===== config.mk =====
export PLATFORM = sky130hd
export DESIGN_NAME = field_ordering_dup_check_flat
export DESIGN_NICKNAME = d
export VERILOG_FILES = /design/src/rtl/field_ordering_dup_check_pkg.sv /design/src/rtl/field_ordering_dup_check_if.sv /design/src/rtl/field_ordering_dup_check_fifo_2entry.sv /design/src/rtl/field_ordering_dup_check.sv /design/src/flat_wrapper.sv
export SDC_FILE = /design/constraint.sdc
export NUM_CORES = 1
export LEC_CHECK = 0
export BUFFER_PORTS_ARGS = -buffer_cell sky130_fd_sc_hd__buf_2
export CORE_UTILIZATION = 60
export DETAILED_ROUTE_END_ITERATION = 12
export PLACE_DENSITY_LB_ADDON = 0.15
export SLEW_MARGIN = 10
export SYNTH_ARGS = -nofsm -noshare
export SYNTH_HDL_FRONTEND = slang
export SYNTH_SLANG_ARGS = --single-unit

===== constraint.sdc =====
create_clock -name clk -period 8.8 [get_ports clk]
set_input_delay 0 -clock clk [delete_from_list [all_inputs] [get_ports clk]]
set_output_delay 0 -clock clk [all_outputs]
set_load 0.01 [all_outputs]

===== src/rtl/field_ordering_dup_check_pkg.sv =====
// Shared field-ordering definitions: data-word field split, CLOG2 and the
// checker's FSM state type.
`ifndef FO_FIELD_MACROS
`define FO_FIELD_MACROS
`define CLOG2(x) $clog2(x)
`define FO_KEY(word, IW, KW) word[(IW) +: (KW)]
`define FO_INDEX(word, IW) word[(IW)-1:0]
`endif

package field_ordering_dup_check_pkg;

    localparam int FO_INT_WIDTH_DEF   = 32;
    localparam int FO_INDEX_WIDTH_DEF = 13;
    localparam int FO_LIST_LEN_DEF    = 8192;

    typedef enum logic [1:0] {
        ST_IDLE  = 2'd0,
        ST_RUN   = 2'd1,
        ST_FLUSH = 2'd2
    } fod_state_e;

endpackage


===== src/rtl/field_ordering_dup_check_if.sv =====
// Bundle of the sorter read port, the permutation stream and the controller
// handshake seen by field_ordering_dup_check.
interface field_ordering_dup_check_if
    import field_ordering_dup_check_pkg::*;
#(
    parameter int INT_WIDTH   = FO_INT_WIDTH_DEF,
    parameter int INDEX_WIDTH = FO_INDEX_WIDTH_DEF,
    parameter int LIST_LEN    = FO_LIST_LEN_DEF
) ();
    localparam int ADDR_W = `CLOG2(LIST_LEN);

    logic                           start;
    logic                           rd_en;
    logic [ADDR_W-1:0]              rd_addr;
    logic [INT_WIDTH+INDEX_WIDTH-1:0] data_in;
    logic [INDEX_WIDTH-1:0]         index_out;
    logic                           index_valid;
    logic                           index_ready;
    logic                           index_last;
    logic                           done;
    logic                           fail;

    modport master (
        input  start, data_in, index_ready,
        output rd_en, rd_addr, index_out, index_valid, index_last, done, fail
    );

    modport slave (
        output start, data_in, index_ready,
        input  rd_en, rd_addr, index_out, index_valid, index_last, done, fail
    );
endinterface


===== src/rtl/field_ordering_dup_check_fifo_2entry.sv =====
// Two-entry FIFO with a registered head; flush empties it in one cycle.
module fifo_2entry
    import field_ordering_dup_check_pkg::*;
#(
    parameter int WIDTH = 8
) (
    input  logic             clk,
    input  logic             rst_n,
    input  logic             push,
    input  logic             pop,
    input  logic             flush,
    input  logic [WIDTH-1:0] din,
    output logic [WIDTH-1:0] head,
    output logic             head_valid,
    output logic [1:0]       count
);
    logic [WIDTH-1:0] slot0_q, slot0_d;
    logic [WIDTH-1:0] slot1_q, slot1_d;
    logic [1:0]       count_q, count_d;

    always_comb begin
        slot0_d = slot0_q;
        slot1_d = slot1_q;
        count_d = count_q;
        if (flush) begin
            count_d = 2'd0;
        end else begin
            case (count_q)
                2'd0: begin
                    if (push) begin
                        slot0_d = din;
                        count_d = 2'd1;
                    end
                end
                2'd1: begin
                    if (push && pop) begin
                        slot0_d = din;
                    end else if (pop) begin
                        count_d = 2'd0;
                    end else if (push) begin
                        slot1_d = din;
                        count_d = 2'd2;
                    end
                end
                default: begin
                    // Full: a push is only legal together with a pop.
                    if (pop) begin
                        slot0_d = slot1_q;
                        if (push) begin
                            slot1_d = din;
                        end else begin
                            count_d = 2'd1;
                        end
                    end
                end
            endcase
        end
    end

    always_ff @(posedge clk) begin
        if (!rst_n) begin
            slot0_q <= '0;
            slot1_q <= '0;
            count_q <= 2'd0;
        end else begin
            slot0_q <= slot0_d;
            slot1_q <= slot1_d;
            count_q <= count_d;
        end
    end

    assign head       = slot0_q;
    assign head_valid = (count_q != 2'd0);
    assign count      = count_q;
endmodule


===== src/rtl/field_ordering_dup_check.sv =====
// Streams the sorted {key, index} list out of merge_sort, aborts on equal
// adjacent keys and otherwise emits the indices as the permutation stream.
module field_ordering_dup_check
    import field_ordering_dup_check_pkg::*;
#(
    parameter int INT_WIDTH   = FO_INT_WIDTH_DEF,
    parameter int INDEX_WIDTH = FO_INDEX_WIDTH_DEF,
    parameter int LIST_LEN    = FO_LIST_LEN_DEF
) (
    input  logic clk,
    input  logic rst_n,
    field_ordering_dup_check_if.master bus
);
    localparam int ADDR_W  = `CLOG2(LIST_LEN);
    localparam int PTR_W   = ADDR_W + 1;
    localparam int ENTRY_W = INDEX_WIDTH + 1;

    fod_state_e             state_q, state_d;
    logic [PTR_W-1:0]       rd_ptr_q, rd_ptr_d;
    logic                   inflight_q, inflight_d;
    logic                   ret_last_q, ret_last_d;
    logic [INT_WIDTH-1:0]   prev_int_q, prev_int_d;
    logic                   prev_valid_q, prev_valid_d;
    logic                   fail_q, fail_d;
    logic                   done_q, done_d;

    logic [INT_WIDTH-1:0]   key_in;
    logic [INDEX_WIDTH-1:0] idx_in;
    logic                   running;
    logic                   dup;
    logic                   rd_issue;
    logic [2:0]             occ;
    logic [2:0]             occ_lim;

    logic                   fifo_push;
    logic                   fifo_pop;
    logic [ENTRY_W-1:0]     fifo_din;
    logic [ENTRY_W-1:0]     fifo_head;
    logic                   fifo_valid;
    logic [1:0]             fifo_count;
    logic                   out_valid;

    assign key_in  = `FO_KEY(bus.data_in, INDEX_WIDTH, INT_WIDTH);
    assign idx_in  = `FO_INDEX(bus.data_in, INDEX_WIDTH);
    assign running = (state_q == ST_RUN);

    // A duplicate suppresses the head in the same cycle so the word before it is never emitted either.
    assign dup       = running && inflight_q && prev_valid_q && (key_in == prev_int_q);
    assign out_valid = fifo_valid && !dup;
    assign fifo_pop  = out_valid && bus.index_ready;
    assign fifo_push = running && inflight_q && !dup;
    assign fifo_din  = {idx_in, ret_last_q};

    // FIFO slots plus the outstanding read may never exceed two.
    assign occ      = {1'b0, fifo_count} + {2'b00, inflight_q};
    assign occ_lim  = 3'd2 + {2'b00, fifo_pop};
    assign rd_issue = running && !dup && (rd_ptr_q < PTR_W'(LIST_LEN)) && (occ < occ_lim);

    fifo_2entry #(.WIDTH(ENTRY_W)) u_fifo (
        .clk        (clk),
        .rst_n      (rst_n),
        .push       (fifo_push),
        .pop        (fifo_pop),
        .flush      (dup),
        .din        (fifo_din),
        .head       (fifo_head),
        .head_valid (fifo_valid),
        .count      (fifo_count)
    );

    always_comb begin
        state_d      = state_q;
        rd_ptr_d     = rd_ptr_q;
        inflight_d   = inflight_q;
        ret_last_d   = ret_last_q;
        prev_int_d   = prev_int_q;
        prev_valid_d = prev_valid_q;
        fail_d       = fail_q;
        done_d       = 1'b0;
        case (state_q)
            ST_IDLE: begin
                if (bus.start) begin
                    fail_d       = 1'b0;
                    rd_ptr_d     = '0;
                    inflight_d   = 1'b0;
                    prev_valid_d = 1'b0;
                    state_d      = ST_RUN;
                end
            end
            ST_RUN: begin
                inflight_d = rd_issue;
                if (rd_issue) begin
                    rd_ptr_d   = rd_ptr_q + 1'b1;
                    ret_last_d = (rd_ptr_q == PTR_W'(LIST_LEN - 1));
                end
                if (dup) begin
                    fail_d  = 1'b1;
                    done_d  = 1'b1;
                    state_d = ST_IDLE;
                end else if (inflight_q) begin
                    prev_int_d   = key_in;
                    prev_valid_d = 1'b1;
                end
                if (fifo_pop && fifo_head[0]) begin
                    done_d  = 1'b1;
                    state_d = ST_FLUSH;
                end
            end
            default: begin
                state_d = ST_IDLE;
            end
        endcase
    end

    always_ff @(posedge clk) begin
        if (!rst_n) begin
            state_q      <= ST_IDLE;
            rd_ptr_q     <= '0;
            inflight_q   <= 1'b0;
            ret_last_q   <= 1'b0;
            prev_valid_q <= 1'b0;
            fail_q       <= 1'b0;
            done_q       <= 1'b0;
        end else begin
            state_q      <= state_d;
            rd_ptr_q     <= rd_ptr_d;
            inflight_q   <= inflight_d;
            ret_last_q   <= ret_last_d;
            prev_valid_q <= prev_valid_d;
            fail_q       <= fail_d;
            done_q       <= done_d;
        end
    end

    always_ff @(posedge clk) begin
        prev_int_q <= prev_int_d;
    end

    assign bus.rd_en       = rd_issue;
    assign bus.rd_addr     = rd_ptr_q[ADDR_W-1:0];
    assign bus.index_out   = fifo_head[ENTRY_W-1:1];
    assign bus.index_valid = out_valid;
    assign bus.index_last  = fifo_head[0] && out_valid;
    assign bus.done        = done_q;
    assign bus.fail        = fail_q;
endmodule


===== src/flat_wrapper.sv =====
// flat-port wrapper written by rule: the top's interface ports become plain ports
module field_ordering_dup_check_flat import field_ordering_dup_check_pkg::*;
#(
    parameter int INT_WIDTH   = FO_INT_WIDTH_DEF,
    parameter int INDEX_WIDTH = FO_INDEX_WIDTH_DEF,
    parameter int LIST_LEN    = FO_LIST_LEN_DEF
)
  (clk, rst_n, bus_start, bus_data_in, bus_index_ready, bus_rd_en, bus_rd_addr, bus_index_out, bus_index_valid, bus_index_last, bus_done, bus_fail);
  field_ordering_dup_check_if #(.INT_WIDTH(INT_WIDTH), .INDEX_WIDTH(INDEX_WIDTH), .LIST_LEN(LIST_LEN)) bus_i ();
  input  logic clk;
  input  logic rst_n;
  input wire logic [$bits(bus_i.start)-1:0] bus_start;
  input wire logic [$bits(bus_i.data_in)-1:0] bus_data_in;
  input wire logic [$bits(bus_i.index_ready)-1:0] bus_index_ready;
  output wire logic [$bits(bus_i.rd_en)-1:0] bus_rd_en;
  output wire logic [$bits(bus_i.rd_addr)-1:0] bus_rd_addr;
  output wire logic [$bits(bus_i.index_out)-1:0] bus_index_out;
  output wire logic [$bits(bus_i.index_valid)-1:0] bus_index_valid;
  output wire logic [$bits(bus_i.index_last)-1:0] bus_index_last;
  output wire logic [$bits(bus_i.done)-1:0] bus_done;
  output wire logic [$bits(bus_i.fail)-1:0] bus_fail;
  assign bus_i.start = bus_start;
  assign bus_i.data_in = bus_data_in;
  assign bus_i.index_ready = bus_index_ready;
  assign bus_rd_en = bus_i.rd_en;
  assign bus_rd_addr = bus_i.rd_addr;
  assign bus_index_out = bus_i.index_out;
  assign bus_index_valid = bus_i.index_valid;
  assign bus_index_last = bus_i.index_last;
  assign bus_done = bus_i.done;
  assign bus_fail = bus_i.fail;
  field_ordering_dup_check #(.INT_WIDTH(INT_WIDTH), .INDEX_WIDTH(INDEX_WIDTH), .LIST_LEN(LIST_LEN)) u_core (.clk(clk), .rst_n(rst_n), .bus(bus_i));
endmodule

==> results of run 1 <==
## cell type report
type,count,area [sq um],area share (%)
Clock buffer,10,128,2.56
Clock inverter,6,42.5,0.855
Inverter,8,30.0,0.603
Multi-Input combinational cell,263,1840,36.9
Sequential cell,83,1980,39.8
Tap cell,77,96.3,1.94
Timing Repair Buffer,126,861,17.3
## where the power goes
group,internal [mW],leakage [nW],switching [mW],total (mW)
Combinational,0.0438,1.04,0.0458,0.0896
Clock,0.102,0.0784,0.138,0.240
Sequential,0.409,0.702,0.00587,0.415
## metal layers
| layer | GRT usage (%) | up-vias | wire [microns] |
|---|---|---|---|
| met1 | 33.2 | 1517 | 4050 |
| met3 | 6.23 | 14 | 492 |
| met2 | 45.8 | 107 | 4440 |
| met5 | 0 | - | 0 |
| met4 | 8.63 | 0 | 154 |
| li1 | - | 1586 | - |
## sequential cells by signal, summed over array words and instances, names as in the netlist, 2 cells and up
signal	flops
u_core.prev_int_q	32
u_core.rd_ptr_q	14
u_core.state_q	2
u_core.u_fifo.count	2
u_core.u_fifo.head	14
u_core.u_fifo.slot1_q	14
## timing repair
action,CTS,global route
hold buffers,45,0
setup endpoints to repair,0,0
hold endpoints to repair,45,0
buffers inserted,0,0
resized for setup,0,0
## logic make-up after synthesis
group,share of synthesized area (%)
simple gates,18.3
flops,47.8
compound gates,10.5
buf+inv,7.91
xor+xnor,7.30
mux,7.24
fa+ha+maj,0.906
## worst min-delay path by stage
stage | start | to
2_1_floorplan | bus_data_in[13] | u_core.prev_int_q[0]$_DFFE_PP_
4_1_cts | bus_start | u_core.inflight_q$_SDFFE_PN0P_
3_5_place_dp | bus_data_in[32] | u_core.prev_int_q[19]$_DFFE_PP_
3_3_place_gp | bus_data_in[13] | u_core.prev_int_q[0]$_DFFE_PP_
5_1_grt | bus_index_ready | u_core.state_q[1]$_SDFFE_PN0P_
6_report | bus_start | u_core.inflight_q$_SDFFE_PN0P_
## cell usage after synthesis (2+ instances only)
cell,count
a21oi_1,6
a32o_1,3
and3_1,2
and4_1,2
buf_2,4
buf_4,28
buf_6,3
clkbuf_1,8
dfxtp_1,51
edfxtp_1,32
ha_1,3
inv_1,8
mux2i_1,30
nand2_1,65
nand2b_1,7
nand3_1,16
nand4_1,9
nor2_1,17
nor2b_1,2
nor3_1,3
nor3b_1,3
nor4_1,4
o211ai_1,5
o21a_1,3
o21ai_0,2
o21ai_1,8
o221a_1,14
o311ai_1,2
o32a_1,3
or3_1,2
xnor2_1,27
xnor2_2,3
xor2_1,2
## worst reg2reg max path, delay by kind of cell, from the launching register on
| family | cells | cell delay [ps] |
|---|---|---|
| multiplexers | 1 | 150 |
| AND/OR/NAND/NOR | 2 | 630 |
| flip-flops | 1 | 1060 |
| AO/OA/AOI/OAI | 2 | 940 |
## stage by stage
stage	total power, mW	hold WS, ps	util, %	area (sq um)	instances
CTS	0.746	68.5	76.6	4980	573
global placement	0.493	201	67.1	4360	512
detailed placement	0.496	209	67.1	4360	512
global route	0.773	81.3	76.6	4980	573
finish	0.744	71.2	76.6	4980	573
floorplan	0.473	98.9	-	4150	398
==> impl_results.md, run 1 <==
- Status: finished clean
- DRC Markers: 0
- ANT cells: 0
- Hold depth: 4
- Max Clock Skew: 12.0 ps
- First-pass GRT wire length: 14.9 mm
- Seq cells post-synth: 83
- CTS Root Cell: clkbuf_8
- Avg WL per Cell: 15.9 microns
- Total track usage: 26.7%
- Area leader, netlist: dfxtp_1
- Layout filler cell count: 442
- Post-DR vias/cell: 5.63
- Nature of the critical path endpoint: output port
- Slowest cell on the critical path: dfxtp_1
- Setup WS post-layout: 5860 ps
- Yosys Warn Count: 0
- Tmin final: 2940 ps
- Final Wtd Congestion: 0.812
- Flop-to-flop setup slack: 5880 ps
- Nets@finish: 543
- FP Rows: 29
- DR iter-0 viols: 245
- Most frequent CP cell: nor2_1
- Most used flip-flop cell after synthesis: dfxtp_1
- Synth top area cells: dfxtp_1, edfxtp_1, mux2i_1
- Core area: 0.00649 sq mm
- Synth cell types: 54
- Cell-by-cell trace of the critical path: nor2_1 > o21ai_1 > nand2_1 > nor2_1 > buf_2
- Final Cycle Share: 33.4%
- Min-Delay Path Class: input port to flip-flop
- Max Cap Viol: 0
- VDD IR max: 126 uV
- R2R cell count: 5
- Crit path buffers/inverters: 1
- Clock Pin Slew Worst Setup and Hold Paths: 80 ps
- Seq/Total Area, Yosys: 47.8%
- Dpl ws: 5990 ps
- Number of flops mapped to enable cells by yosys: 32
- Synth Instances: 398
- Worst Path Max Fanout: 22
- Fraction of registers with async set/reset: 0%
- WL final: 9.13 mm
- Synth Area per Inst: 10.4 sq um
- Syn Std Cell Area: 0.00415 sq mm
- Hold Vio Cnt, Final: 0
- Family with the most delay on the worst path: flip-flops
- Max-slew violations: 0
- CP endpoint: bus_rd_en
- CTS tree: yes
- Cell Pwr Density: 150 mW/mm^2
- Reg-to-reg endpoint: u_core.rd_ptr_q[0]$_SDFFE_PN0P_
- Die area: 0.00725 sq mm
- WP data arrival: 2940 ps
- CP Launch Type: flip-flop
- Most frequent cells in the layout: buf_2, nand2_1, dfxtp_1
- Clk sinks: 83
- CP Depth: 5
- CTS Buf Count: 9
- Final setup viols: 0
- Die width: 85.1 microns
- Synth top area share: 24.6%
- Worst Setup SP: u_core.u_fifo.count[1]$_SDFFE_PP0P_
- Worst skew pair latency: 360 ps
- Die H: 85.1 microns
- Pleak: 1.82 nW
- F_max: 0.341 GHz
- PortBufs: 79
- Post-synth net total: 450
- Initial core utilization: 63.8%
- Setup TNS: 0 ps
- Max-slew headroom: 25.8%
- Crit-path max cell delay: 1060 ps
- Largest net degree at the start of global routing: 55
- Vias: 3224
- Reg2reg start: u_core.u_fifo.count[1]$_SDFFE_PP0P_
- Vias in the first global route: 3204
- Crit Path Category: flip-flop to output port
- IO Count: 80
- Layout cells sized above 1: 22.2%
- Slew @ Worst Pin: 1110 ps
- Clock tree buffer depth: 2
- Initial antenna violation count: 0
- Grt total ovfl: 0
- Post-DP HPWL: 5.74 mm
- Critical Path RT: 8800 ps
- Unrepaired setup endpoints after global routing: false
- Area Growth Syn to Fin: 20.1%
- Initial DRT Pass Iterations: 4
- Commonest non-fill, non-tap cell in the layout: buf_2
- Htree depth: 3
- Antenna-violating nets left: 0
Note: power is estimated with default switching activity, not from simulation.
==> run 2, diff against run 1 <==
- CORE_UTILIZATION: 60 -> 55
- clock period: 8.8 -> 2.96 ns (I/O delays scaled with it)
==> impl_results.md, run 2 (synthesis gave the netlist of run 1 again) <==
- Status: finished clean
- Final Util: 69.6%
- Total track usage: 22.6%
- M1 GR Usage: 29.5%
- Hold Vio Cnt, Final: 0
- M2 GR Usage: 35.9%
- Gr busiest metal: met2
- Max reg flops: 32
- Antenna-violating nets left: 0
- Clock tree buffer depth: 2
- Placed cells: 536
- Commonest non-fill, non-tap cell in the layout: buf_2
- Final instance area: 0.00505 sq mm
- Tmin final: 2340 ps
- Unrepaired setup endpoints after global routing: false
- Initial antenna violation count: 0
- Max Cap Viol: 0
- Pleak: 1.86 nW
- FF/Latch Area: 0.00198 sq mm
- Placed inst area: 0.00440 sq mm
- Multi-input gate area: 0.00184 sq mm
- Dpl ws: 677 ps
- Area Growth Syn to Fin: 21.9%
- DRC Markers: 0
- PortBufs: 79
- Initial core utilization: 57.2%
- CTS Buf Count: 9
- F_max: 0.428 GHz
- Overall power: 2.33 mW
- Setup TNS: 0 ps
- WL final: 8.61 mm
- Die area: 0.00789 sq mm
- Largest Register: u_core.prev_int_q
- Largest net degree at the start of global routing: 55
- Final setup viols: 0
- Final Cycle Share: 79.0%
- Die width: 88.8 microns
- Setup bufs post-CTS: 0
- Max Clock Skew: 11.7 ps
- Worst Path Max Fanout: 32
- Most frequent cells in the layout: buf_2, nand2_1, dfxtp_1
- Avg WL per Cell: 14.4 microns
- Grt met3 use: 5.41%
- Max-slew violations: 0
- CTS Root Cell: clkbuf_8
- Crit-path max cell delay: 390 ps
- Setup WS post-layout: 621 ps
- Clk sinks: 83
- First-pass GRT wire length: 13.3 mm
- Vias: 3140
- Clock Pin Slew Worst Setup and Hold Paths: 90 ps
- VDD IR max: 331 uV
- Cell-by-cell trace of the critical path: xnor2_1 > nand4_1 > nor3_2 > and4_1 > buf_4 > nor2_1 > buf_2
- Nature of the critical path endpoint: output port
- Worst skew pair latency: 350 ps
- Vias in the first global route: 2838
- IO Count: 80
- Grt total ovfl: 0
- FP Rows: 31
- Nets@finish: 545
- Final Wtd Congestion: 0.797
- Critical Path RT: 2960 ps
- ANT cells: 0
- CTS tree: yes
- Max-slew headroom: 40.8%
- Cts repair resizes: 0
- Post-DP HPWL: 5.51 mm
- Min-Delay Path Class: input port to flip-flop
- Layout filler cell count: 586
- Initial DRT Pass Iterations: 4
- WP data arrival: 2340 ps
- Crit Path Category: flip-flop to output port
- Die H: 88.8 microns
- Htree depth: 3
- Post-DR vias/cell: 5.26
- Slowest cell on the critical path: edfxtp_1
- Finished Layout Cells: 597
- Cell Pwr Density: 461 mW/mm^2
- Layout cells sized above 1: 22.5%
- Fin Hold WS: 53.8 ps
- Core area: 0.00725 sq mm
- DR iter-0 viols: 159
- Slew @ Worst Pin: 887 ps
- CP Launch Type: flip-flop
==> run 2: cell types whose count changed in the layout (fill, tap and decap cells not counted), sizes merged <==
cell / change
clkinv: -1
inv: +2
bufinv: +1
buf: +2
clkbuf: +1
clkinvlp: -3
==> run 2: final cells by class <==
type                    count  share of cell area, %
well taps                  99                   2.45
repair buffers            128                   17.3
clock inverters             5                   1.19
inverters                   8                  0.595
multi-input cells         263                   36.4
flip-flops and latches     83                   39.2
clock buffers              11                   2.80
==> run 2: layer usage <==
| metal | wire length, microns | share of wire, % |
|---|---|---|
| met1 | 3980 | 46 |
| met5 | 0 | 0 |
| met2 | 4080 | 47 |
| met3 | 418 | 4.9 |
| met4 | 138 | 1.6 |
==> run 2: final timing paths <==
path | start | end | slack (ps) | cells past startpoint
setup reg to reg | u_core.u_fifo.count[0]$_SDFFE_PP0P_ | u_core.rd_ptr_q[0]$_SDFFE_PN0P_ | 680 | 6
setup / recovery | u_core.prev_int_q[2]$_DFFE_PP_ | bus_rd_en | 620 | 7
hold reg to reg | u_core.u_fifo.slot1_q[1]$_SDFFE_PN0P_ | u_core.u_fifo.slot1_q[1]$_SDFFE_PN0P_ | 460 | 2
hold / removal | bus_index_ready | u_core.state_q[1]$_SDFFE_PN0P_ | 50 | 3
==> run 2: critical path, delay by kind of cell, from the launching register on <==
kind	cells	cell delay, ps
xor+xnor	1	160
simple gates	4	890
buf+inv	2	540
flops	1	390
==> run 2: where the power goes <==
group / internal [mW] / switching, mW
Clock: 0.418 / 0.418
Combinational: 0.130 / 0.133
Sequential: 1.21 / 0.0166
==> run 2: what timing repair did <==
action	CTS	global route
setup endpoints to repair	0	0
hold buffers	45	0
endpoints found under the hold margin	45	0
